**config.mk**
```make
export PLATFORM = sky130hd
export DESIGN_NAME = fetch_redirect
export DESIGN_NICKNAME = d
export VERILOG_FILES = /design/src/rtl/fetch_redirect.sv
export SDC_FILE = /design/constraint.sdc
export NUM_CORES = 1
export LEC_CHECK = 0
export CORE_MARGIN = 2
export CORE_UTILIZATION = 48
export DETAILED_ROUTE_END_ITERATION = 7
export PLACE_DENSITY_LB_ADDON = 0.3
export SYNTH_ARGS = -nofsm -noshare
export SYNTH_HDL_FRONTEND = slang
export SYNTH_SLANG_ARGS = --single-unit
```
**constraint.sdc**
```tcl
create_clock -name clk -period 1.8 [get_ports clk]
set_input_delay 0.18 -clock clk [delete_from_list [all_inputs] [get_ports clk]]
set_output_delay 0.18 -clock clk [all_outputs]
set_load 0.02 [all_outputs]
```
**src/rtl/fetch_redirect.sv**
```systemverilog
// ----------------------------------------------------------------------------
// fetch_redirect
// Instruction-fetch stage of the 5-stage RV32I pipeline. Owns the PC, runs the
// instruction-memory read handshake, fills the IF/ID register, applies EX-stage
// redirects (taken branch / JAL / JALR), squashes wrong-path fetches and
// parks a fetched word in a one-entry hold buffer while ID is stalled.
//
// Ports:
//   clk, rst             clock, asynchronous active-low reset
//   pcmux_sel, alu_out   redirect select and target from EX
//   stall                IF/ID must hold its contents
//   imem_address/read    fetch request (address stable until imem_resp)
//   imem_rdata/resp      fetch completion (one-cycle pulse)
//   if_id_valid/pc/instr IF/ID pipeline register
//   flush                combinational: a redirect is accepted this cycle
// ----------------------------------------------------------------------------
module fetch_redirect #(
   parameter logic [31:0] RESET_PC  = 32'h4000_0000,
   parameter logic [31:0] NOP_INSTR = 32'h0000_0013
) (
   input  logic        clk,
   input  logic        rst,
   input  logic [1:0]  pcmux_sel,
   input  logic [31:0] alu_out,
   input  logic        stall,
   output logic [31:0] imem_address,
   output logic        imem_read,
   input  logic [31:0] imem_rdata,
   input  logic        imem_resp,
   output logic        if_id_valid,
   output logic [31:0] if_id_pc,
   output logic [31:0] if_id_instr,
   output logic        flush
);

   localparam int unsigned XLEN = 32;

   typedef enum logic [1:0] {
      IDLE    = 2'd0,
      REQ     = 2'd1,
      DISCARD = 2'd2,
      HOLD    = 2'd3
   } state_e;

   typedef struct packed {
      logic [XLEN-1:0] pc;
      logic [XLEN-1:0] instr;
   } fetch_t;

   typedef struct packed {
      logic            valid;
      logic [XLEN-1:0] pc;
      logic [XLEN-1:0] instr;
   } if_id_t;

   state_e          state_q, state_d;
   logic [XLEN-1:0] pc_q, pc_d;
   logic [XLEN-1:0] tgt_q, tgt_d;
   fetch_t          hold_q, hold_d;
   if_id_t          if_id_q, if_id_d;

   logic            redirect;
   logic [XLEN-1:0] target;
   logic [XLEN-1:0] pc_plus4;
   logic            load_resp;
   logic            load_hold;

   // Redirect decode; 2'b11 is reserved and behaves as sequential fetch.
   always_comb begin
      redirect = (pcmux_sel == 2'b01) || (pcmux_sel == 2'b10);
      target   = (pcmux_sel == 2'b10) ? {alu_out[XLEN-1:1], 1'b0} : alu_out;
      pc_plus4 = pc_q + XLEN'(4);
   end

   // Next-state, PC, target latch and hold buffer.
   always_comb begin
      state_d   = state_q;
      pc_d      = pc_q;
      tgt_d     = tgt_q;
      hold_d    = hold_q;
      load_resp = 1'b0;
      load_hold = 1'b0;

      unique case (state_q)
         IDLE: begin
            state_d = REQ;
            if (redirect) pc_d = target;
         end
         REQ: begin
            if (imem_resp) begin
               if (redirect) begin
                  pc_d = target;
               end else begin
                  pc_d = pc_plus4;
                  if (stall) begin
                     hold_d  = '{pc: pc_q, instr: imem_rdata};
                     state_d = HOLD;
                  end else begin
                     load_resp = 1'b1;
                  end
               end
            end else if (redirect) begin
               // Request already issued: keep the address, drain it later.
               tgt_d   = target;
               state_d = DISCARD;
            end
         end
         DISCARD: begin
            if (redirect) tgt_d = target;
            if (imem_resp) begin
               pc_d    = redirect ? target : tgt_q;
               state_d = REQ;
            end
         end
         HOLD: begin
            if (redirect) begin
               hold_d  = '{pc: '0, instr: NOP_INSTR};
               pc_d    = target;
               state_d = REQ;
            end else if (!stall) begin
               load_hold = 1'b1;
               state_d   = REQ;
            end
         end
         default: state_d = IDLE;
      endcase
   end

   // IF/ID update: redirect > stall > load > bubble.
   always_comb begin
      if_id_d = if_id_q;
      if (redirect) begin
         if_id_d.valid = 1'b0;
         if_id_d.instr = NOP_INSTR;
      end else if (!stall) begin
         if (load_resp) begin
            if_id_d = '{valid: 1'b1, pc: pc_q, instr: imem_rdata};
         end else if (load_hold) begin
            if_id_d = '{valid: 1'b1, pc: hold_q.pc, instr: hold_q.instr};
         end else begin
            if_id_d.valid = 1'b0;
            if_id_d.instr = NOP_INSTR;
         end
      end
   end

   always_ff @(posedge clk or negedge rst) begin
      if (!rst) begin
         state_q <= IDLE;
         pc_q    <= RESET_PC;
         tgt_q   <= '0;
         hold_q  <= '{pc: '0, instr: NOP_INSTR};
         if_id_q <= '{valid: 1'b0, pc: '0, instr: NOP_INSTR};
      end else begin
         state_q <= state_d;
         pc_q    <= pc_d;
         tgt_q   <= tgt_d;
         hold_q  <= hold_d;
         if_id_q <= if_id_d;
      end
   end

   assign imem_read    = (state_q == REQ) || (state_q == DISCARD);
   assign imem_address = pc_q;
   assign if_id_valid  = if_id_q.valid;
   assign if_id_pc     = if_id_q.pc;
   assign if_id_instr  = if_id_q.instr;
   assign flush        = redirect;

endmodule

```
After elaboration in Yosys (flattened, before gate mapping). Cells that the tools add are included.

Flip-flop bits (word level): 195. Bits of input ports: 70. Output and inout bits: 99. Word-level logic and storage cells: 74.

Mux-type cells: 34. Reduce and logical (&&, ||, !) cells: 12. Add/subtract/negate cells: 1. Bitwise logic cells: 2. Eq/ne operators: 17.

Operator list (number): $mux W32 (9); $mux W64 (4); $mux W65 (2); $pmux W64 S2 (1); $pmux W32 S3 (1); $pmux W32 S2 (1); $add A32 B3 Y32 const B (1); $mux W2 (7); $ne A2 B2 Y1 const B (6); $ne A3 B3 Y1 const B (4); $reduce_and A5 Y1 (2); $mux W1 (8); $pmux W2 S4 (1); $eq A2 B2 Y1 const B (3); $reduce_and A3 Y1 (2); $reduce_bool A2 Y1 (3); $eq A2 B1 Y1 const B (2); $ne A2 B1 Y1 const B (2); $logic_not A2 Y1 (1); $logic_or A1 B1 Y1 (2); $not A1 Y1 (2); $reduce_and A2 Y1 (1); $reduce_or A2 Y1 (1).

Longest topological paths before layout.
Depth after elaboration: 8. Mapped depth: 10. Depth with buffers taken out: 7.

Worst setup path after synthesis. Ideal clock, no wire load.

Path type: flip-flop to flip-flop. From: reg state_q[0]. To: reg pc_q[12], in the netlist imem_address[12]. Path buffers: 2. Slack: -349 ps. Required time: 1674 ps. Period minus slack after synthesis: 2149 ps. Setup time: 126 ps. Arrival time: 2022 ps. Stages on the path, launching flop included: 9. Path through: dfrtp_1 inv_1 ha_1 buf_2 clkinv_1 o22ai_2 buf_2 o21ai_0 a311o_1.

Cells in the longest elaborated chain, start to end: 4. Elaborated cells between the ends (all ways): 10. Classes of those cells: eq/ne (6); mux (1); reduce/logical (3).

RTL lines: from (decl) (RTL line 56) `state_e state_q, state_d;`; from (signal assigned) (RTL line 155) `state_q <= state_d;`; $eq A2 B2 Y1 / $logic_not A2 Y1 (equally long branches) (RTL line 84) `unique case (state_q)`; $reduce_or A2 Y1 (no source line); $ne A2 B1 Y1 (no source line); $reduce_and A3 Y1 (no source line); to (signal assigned) (RTL line 156) `pc_q <= pc_d;`; to (decl) (RTL line 57) `logic [XLEN-1:0] pc_q, pc_d;`.

Parallel ways exist; a longest one is shown, timed or not. A chain may end at the register's enable or synchronous reset.

Final worst setup path.
From: reg state_q[1]. To: reg pc_q[19], in the netlist imem_address[19].

The elaborated chain is that of the path after synthesis.

==> out/summary.txt <==
outcome: finished with violations
failing checks: negative setup slack
core outline area: 20200 um^2
drt first pass iters: 6
Total Routing Usage GR: 26.7%
multi-input logic area: 4750 um^2
Distinct cells, synth: 65
Critical Path AT: 2.32 ns
CP Class: flop to flop
vias in the first global route: 8632
Tmin final: 2.01 ns
Post-Route Skew: 0.0110 ns
WL final: 29.4 mm
num ports: 169
P_leak: 5.92 nW
layout cells sized above 1: 22.1%
Post-DP Area: 12500 um^2
Pwr Density: 1690 nW/um^2
Routed WL per cell: 18.7 um
Hold Path Class: input port to asynchronous set/reset pin
Post-Place Cells: 1508
Yosys top cell by area: dfrtp_1
synthesized flop and latch total: 195
mapped cell area: 9810 um^2
fin area: 13900 um^2
flop2flop setup slack: -0.21 ns
RSZ-0062 raised after global routing: true
Final GP Congestion: 0.912
fmax: 498 MHz
TritonCTS Buffers: 17
Post-synth EDFFs: 0
TritonCTS Sinks: 195
Final ANT Viol Nets: 0
synthesis-to-finish area growth: 41.7%
Critical Path Source Type: flop
final setup violation count: 184
# Max-Cap Violations: 0
Final Max Slew Viols: 0
depth of the CTS H-tree: 4
drt via density: 5.73
post-DP HPWL: 18.7 mm
register area: 4900 um^2
Final Util: 68.9%
Final Hold Viols: 0
Slew @ Worst Pin: 0.622 ns
Post-Synthesis Cells: 1043
fin nets: 1364
CP Capture Type: flop
WP data required: 2.11 ns
DRT iter0 DRCs: 754
clk slew on worst S/H paths: 0.07 ns
grt ovf: 0
DRC viols: 0
R2R Path Start: state_q[1]$_DFFE_PN0P_
Synth Flop Type: dfrtp_1
Via Count: 8993
full die area: 21600 um^2
maximum buffer depth of the clock tree: 2
Initial Util: 48.7%
antenna violations before repair: 1
largest net degree at the start of global routing: 61
Die X: 147 um
syn nets: 1118
cells on worst reg2reg path: 8
Final Non-Filler Cells: 1570
Avg Inst Size Synth: 9.41 um^2
sequential fraction of the synthesis area: 49.8%
IO Port Bufs: 168
VDD IR max: 0.899 mV
Worst slew margin: 58.5%
Clk Latency, worst-skew pair: 0.43 ns
CTS Root Cell: clkbuf_16
final period utilization: 111%
Critical R2R Capture: imem_address[19]$_DFFE_PN0P_
Final Worst Setup Slack: -0.207 ns
Yosys top cell area share: 47.9%
Async S/R FF share, synth: 100%
first-pass GRT wire length: 46.1 mm
Synth area leaders: dfrtp_1 48%, nand2_1 7.0%, o21ai_0 6.4%
Syn. warnings: 0
row count: 52
chip height: 147 um
Final Power: 23.4 mW
TritonCTS clock tree: done
fillcell total: 1515
Crit Path Max Fanout: 4
Antenna Cells: 0
## through the flow
step           setup TNS [ns]  hold slack [ns]  worst slack, ns
6_report               -18.07            0.284           -0.207
5_1_grt                -30.96            0.322           -0.287
4_1_cts                 -9.38            0.306           -0.155
3_5_place_dp           -94.65            0.196           -0.620
3_3_place_gp           -90.44            0.193           -0.595
2_1_floorplan          -0.989           -0.116           -0.121
## cell usage in the layout, fill, tap and decap left out, drive strengths merged, types with 4 or more instances in the layout
| master | synthesis | routed |
|---|---|---|
| nand2b | 61 | 61 |
| buf | 44 | 140 |
| ha | 5 | 5 |
| clkbuf | 42 | 22 |
| a221oi | 20 | 20 |
| a21oi | 49 | 49 |
| mux2 | 38 | 38 |
| nand3 | 48 | 48 |
| nand2 | 183 | 183 |
| xnor2 | 9 | 9 |
| mux2i | 32 | 32 |
| nor3 | 20 | 20 |
| bufbuf | 0 | 4 |
| dfrtp | 188 | 188 |
| nand4 | 11 | 11 |
| xor2 | 10 | 10 |
| inv | 11 | 15 |
| and4 | 5 | 5 |
| dfstp | 7 | 7 |
| clkdlybuf4s50 | 0 | 158 |
| a21o | 29 | 29 |
| a22oi | 9 | 9 |
| o21ai | 134 | 134 |
| and3 | 6 | 6 |
| dlygate4sd2 | 0 | 6 |
| a22o | 6 | 6 |
| nor2 | 29 | 29 |
## final cells by class
| class | count | share of cell area (%) |
|---|---|---|
| flip-flops and latches | 195 | 35.2 |
| multi-input cells | 750 | 34.2 |
| repair buffers | 313 | 23.6 |
| clock buffers | 19 | 3.11 |
| well taps | 270 | 2.43 |
| clock inverters | 11 | 1.12 |
| inverters | 12 | 0.378 |
## cell families after synthesis
logic type	synth area share (%)
AND/OR/NAND/NOR	18.6
multiplexers	7.62
flip-flops	49.8
buffers and inverters	4.40
AO/OA/AOI/OAI	17.3
XOR/XNOR	1.70
adder cells (fa/ha/maj)	0.638
## repair_timing
action                     4_1_cts  5_1_grt
resized for setup               70       50
hold buffers                     1        0
setup endpoints to repair      202      203
hold endpoints to repair        48        0
pin swaps                        6        5
gates cloned                     6        2
setup buffers                   16        7
## synthesized netlist by cell type (all sizes together) (2+ instances only)
cell type / n
o22ai: 3
a22oi: 9
and3: 6
dfrtp: 188
mux2i: 32
nor3b: 2
nor2b: 2
mux2: 38
nor2: 29
nand2b: 61
a222oi: 3
a211oi: 3
nand3: 48
nor4b: 2
a31oi: 2
nand4: 11
inv: 11
o21bai: 2
xor2: 10
o31ai: 3
a221oi: 20
a32o: 2
o21ai: 134
clkbuf: 42
ha: 5
nor3: 20
xnor2: 9
a22o: 6
nand3b: 2
a21oi: 49
dfstp: 7
a21o: 29
o22a: 3
nand2: 183
and2: 3
and4: 5
buf: 44
## sequential cells by signal, indices dropped and copies added (netlist names)
signal        count
tgt_q            32
if_id_instr      32
state_q           2
hold_q           64
if_id_pc         32
imem_address     32
if_id_valid       1
## worst max-delay path: stages (launching register included)
cell     delay [ns]
dfrtp_1        0.39
buf_6          0.13
ha_4           0.17
buf_4          0.14
nor2b_1        0.15
a221o_1        0.28
or4_4          0.44
a21oi_2        0.13
o21ai_1        0.07
## power breakdown
group,leakage (nW),internal [mW],switching (mW)
Combinational,3.15,6.13,6.19
Clock,0.278,2.19,1.73
Sequential,2.50,6.04,1.17
## layer usage
layer | GRT usage (%) | part of all wire [%] | up-vias
li1 | - | - | 4139
met4 | 8.08 | 2.4 | 2
met5 | 0 | 0.054 | -
met3 | 5.25 | 5.8 | 65
met2 | 43.8 | 48 | 375
met1 | 36.1 | 43 | 4412
## worst max-delay path by stage
| stage | start | endpoint | cells past startpoint |
|---|---|---|---|
| 2_1_floorplan | state_q[1]$_DFFE_PN0P_ | imem_address[19]$_DFFE_PN0P_ | 8 |
| 3_3_place_gp | pcmux_sel[0] | imem_address[19]$_DFFE_PN0P_ | 9 |
| 3_5_place_dp | pcmux_sel[0] | imem_address[19]$_DFFE_PN0P_ | 9 |
| 4_1_cts | state_q[1]$_DFFE_PN0P_ | imem_address[19]$_DFFE_PN0P_ | 8 |
| 5_1_grt | state_q[1]$_DFFE_PN0P_ | imem_address[19]$_DFFE_PN0P_ | 8 |
| 6_report | state_q[1]$_DFFE_PN0P_ | imem_address[19]$_DFFE_PN0P_ | 8 |
No activity file was read; power rests on OpenSTA's default activity.
